File: src/rtl/mc_slave_result_arbiter_if.sv
// Slave-to-master result return bus for the RISC621 cluster arbiter.
// Carries per-slave request/data/ack/ready vectors plus the master offer handshake.
// slave modport: the arbiter's view; master modport: the cores/environment view.
interface mc_slave_result_arbiter_if #(
    parameter int NUM_SLAVES = 3,
    parameter int DATA_W     = 8,
    parameter int ID_W       = 2
);
    logic [NUM_SLAVES-1:0]        S_req;
    logic [NUM_SLAVES*DATA_W-1:0] S_data;
    logic [NUM_SLAVES-1:0]        S_ack;
    logic [NUM_SLAVES-1:0]        S_rdy;
    logic                         Bcast_rdy;
    logic                         M_valid;
    logic [DATA_W-1:0]            M_data;
    logic [ID_W-1:0]              M_id;
    logic                         M_ack;
    logic                         Arb_err;

    modport slave (
        input  S_req, S_data, S_rdy, M_ack,
        output S_ack, Bcast_rdy, M_valid, M_data, M_id, Arb_err
    );

    modport master (
        output S_req, S_data, S_rdy, M_ack,
        input  S_ack, Bcast_rdy, M_valid, M_data, M_id, Arb_err
    );
endinterface

File: src/rtl/mc_slave_result_arbiter.sv
// Round-robin arbiter returning one slave result at a time to the master core, tagged with slave ID.
// Latency: S_req -> M_valid 1 cycle; M_ack -> S_ack pulse 1 cycle; peak rate 1 result / 3 cycles.
// Backpressure: the offer is held (data/ID stable) until M_ack; optional ARB_TIMEOUT_EN aborts a stalled offer.
//
// Ports: Clock_pin (rising edge), Reset_pin (synchronous, active high), bus (slave modport):
//   S_req/S_data/S_ack per-slave request, data and consume pulse; S_rdy -> Bcast_rdy (AND, combinational);
//   M_valid/M_data/M_id/M_ack master offer handshake; Arb_err sticky timeout flag.
// Optional feature macro: ARB_TIMEOUT_EN (abort an offer after TIMEOUT_CYC cycles without M_ack).
module mc_slave_result_arbiter #(
    parameter int NUM_SLAVES  = 3,
    parameter int DATA_W      = 8,
    parameter int ID_W        = 2,
    parameter int TIMEOUT_CYC = 255
) (
    input  logic                        Clock_pin,
    input  logic                        Reset_pin,
    mc_slave_result_arbiter_if.slave    bus
);

    // Elaboration-time parameter sanity checks.
    if ((2 ** ID_W) < NUM_SLAVES) begin : g_bad_id_w
        $error("ID_W too narrow for NUM_SLAVES");
    end
    if (TIMEOUT_CYC < 1) begin : g_bad_timeout
        $error("TIMEOUT_CYC must be at least 1");
    end

    typedef enum logic [1:0] {
        ST_IDLE    = 2'd0,
        ST_OFFER   = 2'd1,
        ST_RELEASE = 2'd2
    } state_t;

    state_t                  state_q,   state_d;
    logic [ID_W-1:0]         rr_ptr_q,  rr_ptr_d;
    logic                    m_valid_q, m_valid_d;
    logic [DATA_W-1:0]       m_data_q,  m_data_d;
    logic [ID_W-1:0]         m_id_q,    m_id_d;
    logic [NUM_SLAVES-1:0]   s_ack_q,   s_ack_d;

    // Arbitration helpers
    logic                    grant_found;
    logic [ID_W-1:0]         grant_id;
    logic [DATA_W-1:0]       grant_data;
    logic [ID_W-1:0]         cand;
    logic [NUM_SLAVES-1:0]   win_oh;
    logic                    win_req;
    logic [ID_W-1:0]         rr_next;
    logic                    offer_done;

`ifdef ARB_TIMEOUT_EN
    localparam int TO_W = (TIMEOUT_CYC > 255) ? $clog2(TIMEOUT_CYC + 1) : 8;
    logic [TO_W-1:0]         to_cnt_q, to_cnt_d;
    logic                    err_q,    err_d;
`endif

    // (ptr + ofs) mod NUM_SLAVES, for ptr < NUM_SLAVES and ofs < NUM_SLAVES.
    function automatic logic [ID_W-1:0] rr_cand(input logic [ID_W-1:0] ptr, input int ofs);
        int s;
        s = int'(ptr) + ofs;
        if (s >= NUM_SLAVES) begin
            s = s - NUM_SLAVES;
        end
        return ID_W'(s);
    endfunction

    // Rotating priority search starting at rr_ptr; the first requester found wins.
    always_comb begin
        grant_found = 1'b0;
        grant_id    = '0;
        grant_data  = '0;
        cand        = '0;
        for (int i = 0; i < NUM_SLAVES; i++) begin
            cand = rr_cand(rr_ptr_q, i);
            for (int j = 0; j < NUM_SLAVES; j++) begin
                if (!grant_found && (ID_W'(j) == cand) && bus.S_req[j]) begin
                    grant_found = 1'b1;
                    grant_id    = cand;
                end
            end
        end
        for (int j = 0; j < NUM_SLAVES; j++) begin
            if (ID_W'(j) == grant_id) begin
                grant_data = bus.S_data[j*DATA_W +: DATA_W];
            end
        end
    end

    // The latched ID doubles as the current winner for ack steering and release.
    always_comb begin
        win_oh = '0;
        for (int j = 0; j < NUM_SLAVES; j++) begin
            win_oh[j] = (ID_W'(j) == m_id_q);
        end
        win_req = |(bus.S_req & win_oh);
        rr_next = (m_id_q == ID_W'(NUM_SLAVES - 1)) ? '0 : m_id_q + ID_W'(1);
    end

    // Next-state and output logic.
    always_comb begin
        state_d    = state_q;
        rr_ptr_d   = rr_ptr_q;
        m_valid_d  = m_valid_q;
        m_data_d   = m_data_q;
        m_id_d     = m_id_q;
        s_ack_d    = '0;
        offer_done = 1'b0;
`ifdef ARB_TIMEOUT_EN
        to_cnt_d   = to_cnt_q;
        err_d      = err_q;
`endif
        unique case (state_q)
            ST_IDLE: begin
                if (grant_found) begin
                    m_valid_d = 1'b1;
                    m_data_d  = grant_data;
                    m_id_d    = grant_id;
                    state_d   = ST_OFFER;
`ifdef ARB_TIMEOUT_EN
                    to_cnt_d  = '0;
`endif
                end
            end
            ST_OFFER: begin
`ifdef ARB_TIMEOUT_EN
                if (bus.M_ack) begin
                    offer_done = 1'b1;
                end else if (to_cnt_q == TO_W'(TIMEOUT_CYC - 1)) begin
                    // Counter value TIMEOUT_CYC-1 marks the last OFFER cycle.
                    offer_done = 1'b1;
                    err_d      = 1'b1;
                end else begin
                    to_cnt_d   = to_cnt_q + TO_W'(1);
                end
`else
                offer_done = bus.M_ack;
`endif
                if (offer_done) begin
                    m_valid_d = 1'b0;
                    s_ack_d   = win_oh;
                    rr_ptr_d  = rr_next;
                    state_d   = ST_RELEASE;
                end
            end
            ST_RELEASE: begin
                // Hold off until the winner withdraws, so its stale request is never re-granted.
                if (!win_req) begin
                    state_d = ST_IDLE;
                end
            end
            default: begin
                state_d = ST_IDLE;
            end
        endcase
    end

    always_ff @(posedge Clock_pin) begin
        if (Reset_pin) begin
            state_q   <= ST_IDLE;
            rr_ptr_q  <= '0;
            m_valid_q <= 1'b0;
            m_data_q  <= '0;
            m_id_q    <= '0;
            s_ack_q   <= '0;
`ifdef ARB_TIMEOUT_EN
            to_cnt_q  <= '0;
            err_q     <= 1'b0;
`endif
        end else begin
            state_q   <= state_d;
            rr_ptr_q  <= rr_ptr_d;
            m_valid_q <= m_valid_d;
            m_data_q  <= m_data_d;
            m_id_q    <= m_id_d;
            s_ack_q   <= s_ack_d;
`ifdef ARB_TIMEOUT_EN
            to_cnt_q  <= to_cnt_d;
            err_q     <= err_d;
`endif
        end
    end

    assign bus.M_valid   = m_valid_q;
    assign bus.M_data    = m_data_q;
    assign bus.M_id      = m_id_q;
    assign bus.S_ack     = s_ack_q;
    assign bus.Bcast_rdy = &bus.S_rdy;
`ifdef ARB_TIMEOUT_EN
    assign bus.Arb_err   = err_q;
`else
    assign bus.Arb_err   = 1'b0;
`endif

endmodule

File: src/flat_wrapper.sv
// flat-port wrapper written by rule: the top's interface ports become plain ports
module mc_slave_result_arbiter_flat 
#(
    parameter int NUM_SLAVES  = 3,
    parameter int DATA_W      = 8,
    parameter int ID_W        = 2,
    parameter int TIMEOUT_CYC = 255
)
  (Clock_pin, Reset_pin, bus_S_req, bus_S_data, bus_S_rdy, bus_M_ack, bus_S_ack, bus_Bcast_rdy, bus_M_valid, bus_M_data, bus_M_id, bus_Arb_err);
  mc_slave_result_arbiter_if #(.NUM_SLAVES(NUM_SLAVES), .DATA_W(DATA_W), .ID_W(ID_W)) bus_i ();
  input  logic Clock_pin;
  input  logic Reset_pin;
  input wire logic [$bits(bus_i.S_req)-1:0] bus_S_req;
  input wire logic [$bits(bus_i.S_data)-1:0] bus_S_data;
  input wire logic [$bits(bus_i.S_rdy)-1:0] bus_S_rdy;
  input wire logic [$bits(bus_i.M_ack)-1:0] bus_M_ack;
  output wire logic [$bits(bus_i.S_ack)-1:0] bus_S_ack;
  output wire logic [$bits(bus_i.Bcast_rdy)-1:0] bus_Bcast_rdy;
  output wire logic [$bits(bus_i.M_valid)-1:0] bus_M_valid;
  output wire logic [$bits(bus_i.M_data)-1:0] bus_M_data;
  output wire logic [$bits(bus_i.M_id)-1:0] bus_M_id;
  output wire logic [$bits(bus_i.Arb_err)-1:0] bus_Arb_err;
  assign bus_i.S_req = bus_S_req;
  assign bus_i.S_data = bus_S_data;
  assign bus_i.S_rdy = bus_S_rdy;
  assign bus_i.M_ack = bus_M_ack;
  assign bus_S_ack = bus_i.S_ack;
  assign bus_Bcast_rdy = bus_i.Bcast_rdy;
  assign bus_M_valid = bus_i.M_valid;
  assign bus_M_data = bus_i.M_data;
  assign bus_M_id = bus_i.M_id;
  assign bus_Arb_err = bus_i.Arb_err;
  mc_slave_result_arbiter #(.NUM_SLAVES(NUM_SLAVES), .DATA_W(DATA_W), .ID_W(ID_W), .TIMEOUT_CYC(TIMEOUT_CYC)) u_core (.Clock_pin(Clock_pin), .Reset_pin(Reset_pin), .bus(bus_i));
endmodule
File: config.mk
export PLATFORM = sky130hd
export DESIGN_NAME = mc_slave_result_arbiter_flat
export DESIGN_NICKNAME = d
export VERILOG_FILES = /design/src/rtl/mc_slave_result_arbiter_if.sv /design/src/rtl/mc_slave_result_arbiter.sv /design/src/flat_wrapper.sv
export SDC_FILE = /design/constraint.sdc
export NUM_CORES = 1
export LEC_CHECK = 0
export BUFFER_PORTS_ARGS = -buffer_cell sky130_fd_sc_hd__buf_2
export CAP_MARGIN = 10
export CORE_MARGIN = 5
export CORE_UTILIZATION = 47
export CTS_CLUSTER_DIAMETER = 150
export DETAILED_ROUTE_END_ITERATION = 16
export HOLD_SLACK_MARGIN = 0.15
export MAX_ROUTING_LAYER = met4
export PLACE_DENSITY_LB_ADDON = 0.25
export REMOVE_ABC_BUFFERS = 1
export SYNTH_ARGS = -nofsm -noshare
export SYNTH_HDL_FRONTEND = slang
export SYNTH_SLANG_ARGS = --single-unit
export TNS_END_PERCENT = 100
File: constraint.sdc
create_clock -name Clock_pin -period 3.1 [get_ports Clock_pin]
set_input_delay 0.155 -clock Clock_pin [delete_from_list [all_inputs] [get_ports Clock_pin]]
set_output_delay 0.155 -clock Clock_pin [all_outputs]
set_load 0.1 [all_outputs]
Word-level counts from Yosys, hierarchy flattened
Cells that the tools add are included.
Widths: inputs -> output; s select.
{"block": "op_classes", "n_addsub": 6, "n_bitwise": 3, "n_lt_le_gt_ge": 3, "mux": 32, "eq_ne": 16, "reduce_logical": 39}
{"cell": "$mux 2", "n": 16}
{"cell": "$mux 8", "n": 3}
{"cell": "$logic_and 1x1->1", "n": 17}
{"cell": "$logic_not 2->1", "n": 6}
{"cell": "$mux 1", "n": 11}
{"cell": "$eq 1x2->1 const A", "n": 5}
{"cell": "$eq 2x2->1 const A", "n": 5}
{"cell": "$reduce_and 3->1", "n": 3}
{"cell": "$logic_not 1->1", "n": 8}
{"cell": "$ge 3x2->1 const B", "n": 2}
{"cell": "$pmux 2 s3", "n": 1}
{"cell": "$reduce_or 3->1", "n": 2}
{"cell": "$eq 2x2->1 const B", "n": 2}
{"cell": "$ne 2x2->1 const B", "n": 2}
{"cell": "$reduce_and 2->1", "n": 2}
{"cell": "$sub 2x1->2 const B", "n": 2}
{"cell": "$add 2x1->3 const B", "n": 1}
{"cell": "$add 2x2->3 const B", "n": 1}
{"cell": "$and 3x3->3", "n": 1}
{"cell": "$add 2x1->2 const B", "n": 1}
{"cell": "$eq 2x1->1 const B", "n": 1}
{"cell": "$ge 2x2->1 const B", "n": 1}
{"cell": "$ne 2x1->1 const B", "n": 1}
{"cell": "$not 1->1", "n": 2}
{"cell": "other kinds (3)", "n": 3}
{"block": "totals", "word_cells": 105, "in_bits": 33, "register_bits": 18, "output_inout_bits": 16}

Longest topological paths before layout
Gate-level depths: netlist of run 1.
{"block": "logic_depth", "ltp_word": 41, "depth_mapped": 9, "depth_no_buf": 8}

Worst setup path after synthesis of run 1
No wires, ideal clock.
{"block": "synth_timing", "kind": "register to register", "from": "register u_core.rr_ptr_q[0]", "to": "register u_core.m_data_q[0], in the netlist u_core.bus.M_data[0]", "path_buffers": 1, "t_required_ns": 2.978, "setup_ns": 0.122, "period_less_slack_ns": 2.423, "path_stages_with_launch": 9, "arrival_ns": 2.302, "path_slack_ns": 0.677, "cell_sequence": "dfxtp_1 > inv_1 > ha_1 > a222oi_1 > o32ai_1 > a21oi_1 > buf_6 > mux2_4 > a221o_1"}
{"block": "synth_between", "elab_chain_cells": 41, "word_cells_on_any_way": 70, "classes_between": "add/sub (5); order compare (3); eq/ne (8); mux (24); reduce/logical (30)"}
{"item": "start, declared", "line_no": "mc_slave_result_arbiter.sv:35", "source": "logic [ID_W-1:0] rr_ptr_q, rr_ptr_d;"}
{"item": "start signal, assigned", "line_no": "mc_slave_result_arbiter.sv:171", "source": "rr_ptr_q <= rr_ptr_d;"}
{"item": "$sub 2x2->2 / $ge 2x2->1 (equally long branches)", "line_no": "mc_slave_result_arbiter.sv:62, mc_slave_result_arbiter.sv:61"}
{"item": "$mux 2", "line_no": "mc_slave_result_arbiter.sv:61", "source": "if (s >= NUM_SLAVES) begin"}
{"item": "$logic_not 2->1", "line_no": "mc_slave_result_arbiter.sv:76", "source": "if (!grant_found && (ID_W'(j) == cand) && bus.S_req[j]) begin"}
{"item": "$logic_and 1x1->1", "line_no": "mc_slave_result_arbiter.sv:76"}
{"item": "$mux 1", "line_no": "mc_slave_result_arbiter.sv:76"}
{"item": "$logic_not 1->1", "line_no": "mc_slave_result_arbiter.sv:76"}
{"item": "$logic_and 1x1->1 (2 in a row)", "line_no": "mc_slave_result_arbiter.sv:76"}
{"item": "$mux 1", "line_no": "mc_slave_result_arbiter.sv:76"}
{"item": "(+20 left out)"}
{"item": "$logic_not 1->1", "line_no": "mc_slave_result_arbiter.sv:76"}
{"item": "$logic_and 1x1->1 (2 in a row)", "line_no": "mc_slave_result_arbiter.sv:76"}
{"item": "$mux 1", "line_no": "mc_slave_result_arbiter.sv:76"}
{"item": "$logic_not 1->1", "line_no": "mc_slave_result_arbiter.sv:76"}
{"item": "$logic_and 1x1->1 (2 in a row)", "line_no": "mc_slave_result_arbiter.sv:76"}
{"item": "$mux 2", "line_no": "mc_slave_result_arbiter.sv:76"}
{"item": "$logic_not 2->1", "line_no": "mc_slave_result_arbiter.sv:83", "source": "if (ID_W'(j) == grant_id) begin"}
{"item": "$mux 8 (3 in a row)", "line_no": "mc_slave_result_arbiter.sv:83"}
{"item": "end signal, assigned", "line_no": "mc_slave_result_arbiter.sv:173", "source": "m_data_q <= m_data_d;"}
{"item": "end, declared", "line_no": "mc_slave_result_arbiter.sv:37", "source": "logic [DATA_W-1:0] m_data_q, m_data_d;"}
Several ways; a longest one is shown, not always the timed one.
A chain may end at the register's enable or synchronous reset.

Worst setup path in the final report of run 1
{"block": "layout_timing", "from": "register u_core.rr_ptr_q[0]", "to": "register u_core.m_data_q[5], in the netlist u_core.bus.M_data[5]"}
Same word-level chain as after synthesis.

==> results of run 1 <==
[logic make-up after synthesis]
group | Yosys count | synth area share, %
other | 1 | 0.3272
AOI/OAI and AO/OA | 28 | 19.76
adders and majority gates | 4 | 4.367
DFF | 18 | 31.44
buffers and inverters | 15 | 7.969
and+or+nand+nor | 37 | 25.44
muxes | 9 | 10.70
[final cells by class]
cell class,count,area (um2)
fill,208,773.2
multi-input combinational,79,694.4
tap,28,35.03
timing repair buffer,59,350.3
inverter,7,26.28
clock buffer,4,36.28
sequential,18,360.3
[how the worst max path moves through the flow]
stage / cells past startpoint / endpoint / start / slack, ns
floorplan: 7 / u_core.bus.M_data[4] / u_core.rr_ptr_q[0] / 0.19
global placement: 8 / u_core.bus.M_data[4] / u_core.rr_ptr_q[0] / 0.60
detailed placement: 8 / u_core.bus.M_data[4] / u_core.rr_ptr_q[0] / 0.48
CTS: 9 / u_core.bus.M_data[5] / u_core.rr_ptr_q[0] / 0.41
finish: 9 / u_core.bus.M_data[5] / u_core.rr_ptr_q[0] / 0.35
global route: 9 / u_core.bus.M_data[5] / u_core.rr_ptr_q[0] / 0.20
[power by group]
part	switching (mW)	internal, mW
Sequential	0.0242	0.265
Combinational	0.329	0.136
Clock	0.0764	0.0716
Total	0.430	0.473
[worst max-delay path, cell delays in order (launching register included)]
cell and delay [ns]:
dfxtp_1 0.39, inv_1 0.08, ha_1 0.39, a222oi_1 0.44
a2bb2oi_1 0.23, o311ai_2 0.18, inv_2 0.15, a31oi_1 0.09
a31oi_1 0.17, dlygate4sd3_1 0.57
[per-layer routing]
metal / up-vias / GRT usage (%) / wire length [um]
met5: - / - / 0
met4: 0 / 4.854 / 10
met3: 2 / 3.486 / 216
met2: 41 / 26.99 / 1312
met1: 498 / 21.74 / 1233
li1: 541 / - / -
[registers in the layout, summed over array words and instances (netlist names)]
register	flops
u_core.state_q	2
u_core.rr_ptr_q	2
u_core.bus.S_ack	3
u_core.bus.M_valid	1
u_core.bus.M_data	8
u_core.bus.M_id	2
[metrics by stage]
stage	area [um2]	power, mW	setup slack, ns
5_1_grt	1503	0.9441	0.1968
4_1_cts	1503	0.9074	0.4112
2_1_floorplan	1081	0.6532	0.1936
6_report	1503	0.9034	0.3494
3_5_place_dp	1366	0.7459	0.4849
3_3_place_gp	1366	0.7393	0.6036
[cell usage in the layout (no fill, tap or decap), types with 2 or more instances in the layout]
cell and count:
a211oi_1 2, a21o_1 2, a21oi_1 3, a221o_1 7, a31oi_1 5, and4bb_1 2
and4bb_2 2, buf_2 47, buf_4 2, clkbuf_4 3, dfxtp_1 18, dlygate4sd3_1 10
ha_1 4, inv_1 6, mux2_2 2, mux2_4 6, nand2_1 4, nand3b_1 4
nor2_1 2, nor2b_1 2, nor3_1 2, nor3b_1 7, nor4b_1 2, o31ai_1 2
or3_1 2
==> reports/qor.yml, run 1 <==
run_status:
  status: "finished, final reports clean"
setup_path:
  crit_arrival_ns: 2.99
  path_max_fanout: 9
  r2r_cells: 9
  end_kind: "flip-flop"
  worstPathRequired_ns: 3.34
  crit_type: "reg -> reg"
  cp-start-kind: "flip-flop"
  r2r_slack_ns: 0.35
  rr_endpoint: "u_core.bus.M_data[5]"
  r2r-start: "u_core.rr_ptr_q[0]"
min_path:
  hold_depth: 3
  hold_class: "in -> reg"
  min_from: "bus_S_data[11]"
  whs_endpoint: "u_core.bus.M_data[3]"
sta:
  fmax_ghz: 0.3636
  slew_headroom_pct: 67.00
  hold_ws_ns: 0.1952
  grt_setup_unrepaired: "false"
  period_minus_slack_ns: 2.751
  maxSlewViolCount: 0
  period_share_pct: 88.73
  skew_ns: 0.0007848
  tightest_slew_ns: 0.4923
  setup_tns_ns: 0
  hold_violations: 0
  setup_viol: 0
detailed_routing:
  drtIter0Drc: 29
  via_count: 1082
  via_per_inst: 5.549
  drc: 0
  drt_wl_total_mm: 2.772
  wl_per_cell_um: 14.22
  dr.pass1.iters: 4
  final_antenna_net_count: 0
yosys:
  avgSynthCellArea_um2: 10.23
  postSynthCellCount: 112
  ys_async_sr_fraction_pct: 0
  synth_top_area_share_pct: 31.44
  yosys.area.top_type: "dfxtp_1"
  ys_types: 43
  syn_area_um2: 1146
  synthTopCellsByArea: "dfxtp_1, mux2_4, a221o_1, nor3b_1, ha_1"
  ys_seq_area_share_pct: 31.44
  yosys_warnings: 0
  synth_most_common_cell: "dfxtp_1"
  synth_edf_count: 0
  ys_seq_elements: 18
  ys.flop_type: "dfxtp_1"
  synth_commonest_cells: "dfxtp_1, a221o_1, nor3b_1"
cells_and_area:
  final_net_count: 205
  areaGrowthSynthToFinish_pct: 31.11
  final_cells: 195
  drive_gt1_share_pct: 40.72
  fin_util_pct: 66.03
  antenna_cells: 0
power:
  p_per_area_nw_per_um2: 601.2
  leakage_nw: 0.7030
  ir_drop_mv: 0.4280
floorplan:
  pin_count: 49
  design.core.area_um2: 2276
  initial_core_util_pct: 50.36
  row_count: 17
  die_w_um: 59.38
  die_area_um2: 3526
  fp.dieH_um: 59.38
clock_network:
  post_cts_buffers: 0
  cts_resized: 0
  numClockSinks: 18
  clock_latency_ns: 0.29
  cts_root_buf: "clkbuf_4"
  clk_pin_slew_ns: 0.11
  cts_tree: "done"
  ctsHoldBuffers: 10
  cts_buffers: 3
  cts_max_path_buffers: 2
  htreeDepth: 1
global_routing:
  grt_pass1_wl_mm: 4.567
  grt_pass1_vias: 1071
  antenna_found_initial: 0
  overflow: 0
  grt_use_total_pct: 17.04
  grt_max_degree: 20
placement:
  hpwl_mm: 2.015
  io_buffers: 47
  dpl.cell_count: 181
  gp_congestion: 0.7577
job:
  cap_viol_max_count: 0
(Power assumes the default switching activity.)
==> run 2: changes to the inputs <==
--- a/config.mk
+++ b/config.mk
@@ -14,6 +14,7 @@
 export HOLD_SLACK_MARGIN = 0.15
 export MAX_ROUTING_LAYER = met4
 export PLACE_DENSITY_LB_ADDON = 0.25
+export RECOVER_POWER = 25
 export REMOVE_ABC_BUFFERS = 1
 export SYNTH_ARGS = -nofsm -noshare
 export SYNTH_HDL_FRONTEND = slang
==> run 2 against run 1 <==
  * Fmax increased by 0.10%
  * Critical path depth unchanged
  * Sequential share of layout area increased by 0.12 points
  * Clock skew increased by 0.0023 ns
  * Worst setup slack improved by 0.0028 ns
  * Sequential cell count unchanged
  * Final cell count unchanged
==> reports/qor.yml, run 2 (synthesized netlist as in run 1, its figures left out) <==
min_path:
  min_from: "bus_S_data[11]"
  hold_class: "in -> reg"
  whs_endpoint: "u_core.bus.M_data[3]"
  hold_depth: 3  # unchanged
global_routing:
  grt_pass1_vias: 1071  # unchanged
  overflow: 0  # unchanged
  grt_max_degree: 20  # unchanged
  antenna_found_initial: 0  # unchanged
  grt_pass1_wl_mm: 4.567  # unchanged
  grt_use_total_pct: 17.04  # unchanged
detailed_routing:
  drtIter0Drc: 29  # unchanged
  via_per_inst: 5.508  # -0.74%
  dr.pass1.iters: 4  # unchanged
  via_count: 1074  # -0.74%
  wl_per_cell_um: 14.29  # +0.51%
  final_antenna_net_count: 0  # unchanged
  drt_wl_total_mm: 2.786  # +0.51%
  drc: 0  # unchanged
cells_and_area:
  final_net_count: 205  # unchanged
  fin_util_pct: 65.70  # -0.33 points
  final_cells: 195  # unchanged
  layout_commonest_cell: "buf_2"
  largest_register_ffs: 8  # unchanged
  antenna_cells: 0  # unchanged
  areaGrowthSynthToFinish_pct: 30.46
  final_cell_mix: "buf_2, dfxtp_1, dlygate4sd3_1"
  drive_gt1_share_pct: 37.13  # -3.6 points
clock_network:
  clock_latency_ns: 0.30  # about the same
  numClockSinks: 18  # unchanged
  clk_pin_slew_ns: 0.11  # about the same
  cts_resized: 0  # unchanged
  cts_buffers: 3  # unchanged
  htreeDepth: 1  # unchanged
  cts_max_path_buffers: 2  # unchanged
  cts_tree: "done"
  cts_root_buf: "clkbuf_4"
sta:
  period_share_pct: 88.64  # -0.090 points
  period_minus_slack_ns: 2.748  # -0.002788 ns
  tightest_slew_ns: 1.167  # +0.6751 ns
  grt_setup_unrepaired: "false"
  skew_ns: 0.003080  # +0.002295 ns
  maxSlewViolCount: 0  # unchanged
  slew_headroom_pct: 22.50  # -44 points
  setup_tns_ns: 0  # unchanged
  hold_violations: 0  # unchanged
  setup_viol: 0  # unchanged
  hold_ws_ns: 0.1942  # -0.001030 ns
  fmax_ghz: 0.3639  # +0.10%
setup_path:
  cp-start-kind: "flip-flop"
  crit_type: "reg -> reg"
  r2r_slack_ns: 0.35  # about the same
  rr_endpoint: "u_core.bus.M_data[5]"
  crit_arrival_ns: 2.99  # about the same
  path_max_fanout: 9  # unchanged
  worstPathRequired_ns: 3.35  # about the same
  r2r_cells: 9  # unchanged
  r2r-start: "u_core.rr_ptr_q[0]"
  end_kind: "flip-flop"
placement:
  hpwl_mm: 2.015  # unchanged
  io_buffers: 47  # unchanged
  dpl.cell_count: 181  # unchanged
  gp_congestion: 0.7577  # unchanged
run_status:
  status: "finished, final reports clean"
power:
  leakage_nw: 0.6793  # -3.4%
  p_sw_mw: 0.4315  # +0.32%
  netSwitchingFraction_pct: 47.76  # +0.15 points
  pwr-share-seq_pct: 32.1  # about the same
  clockPowerShare_pct: 16.5  # about the same
  ir_drop_mv: 0.4279  # about the same
  p_per_area_nw_per_um2: 604.2  # +0.50%
  p_int_mw: 0.4720  # -0.29%
  power_mw: 0.9035  # about the same
  share_comb_of_total_power_pct: 51.4  # -0.2 points
floorplan:
  fp.dieH_um: 59.38  # unchanged
  pin_count: 49  # unchanged
  design.core.area_um2: 2276  # unchanged
  row_count: 17  # unchanged
  die_area_um2: 3526  # unchanged
  die_w_um: 59.38  # unchanged
  initial_core_util_pct: 50.36  # unchanged
job:
  cap_viol_max_count: 0  # unchanged
[run 2: cell count changes in the layout (fill, tap and decap cells not counted)]
| cell | change |
|---|---|
| buf_2 | -6 |
| clkbuf_1 | +6 |
[run 2: power by group through the flow]
stage / combinational, mW / sequential, mW / clock (mW)
2_1_floorplan: 0.154 / 0.499 / 0
3_3_place_gp: 0.446 / 0.293 / 0
3_5_place_dp: 0.453 / 0.293 / 0
4_1_cts: 0.466 / 0.289 / 0.152
5_1_grt: 0.488 / 0.296 / 0.159
6_report: 0.465 / 0.290 / 0.149
[run 2: cell type report]
class / count / area (um2)
clock buffer: 4 / 36.28
fill: 211 / 780.7
inverter: 7 / 26.28
multi-input combinational: 79 / 694.4
sequential: 18 / 360.3
tap: 28 / 35.03
timing repair buffer: 59 / 342.8
[run 2: timing repair]
item / in CTS / in global routing
hold endpoints to repair: 9 / 0
hold buffers: 10 / 0
buffers inserted: 0 / 0
setup endpoints to repair: 0 / 0
[run 2: per-stage QoR]
step | instance area (um2) | setup slack [ns]
after global routing | 1495 | 0.1968
after detailed placement | 1366 | 0.4849
after floorplan | 1081 | 0.1936
final | 1495 | 0.3522
after global placement | 1366 | 0.6036
after CTS | 1503 | 0.4112
[run 2: worst max-delay path, cell delays in order (launching register included)]
cell and delay [ns]:
dfxtp_1 0.39, inv_1 0.08, ha_1 0.39, a222oi_1 0.44, a2bb2oi_1 0.23, o311ai_2 0.18
inv_2 0.15, a31oi_1 0.09, a31oi_1 0.17, dlygate4sd3_1 0.57
[run 2: worst max-delay path by stage]
stage                             startpoint                    to  depth (start not counted)
after floorplan           u_core.rr_ptr_q[0]  u_core.bus.M_data[4]                          7
after global placement    u_core.rr_ptr_q[0]  u_core.bus.M_data[4]                          8
after detailed placement  u_core.rr_ptr_q[0]  u_core.bus.M_data[4]                          8
after CTS                 u_core.rr_ptr_q[0]  u_core.bus.M_data[5]                          9
after global routing      u_core.rr_ptr_q[0]  u_core.bus.M_data[5]                          9
final                     u_core.rr_ptr_q[0]  u_core.bus.M_data[5]                          9
[run 2: metal layers]
metal  global-route usage (%)  share of wire (%)
met1                    21.74                 45
met2                    26.99                 47
met3                    3.486                8.0
met4                    4.854               0.36
met5                        -                  0
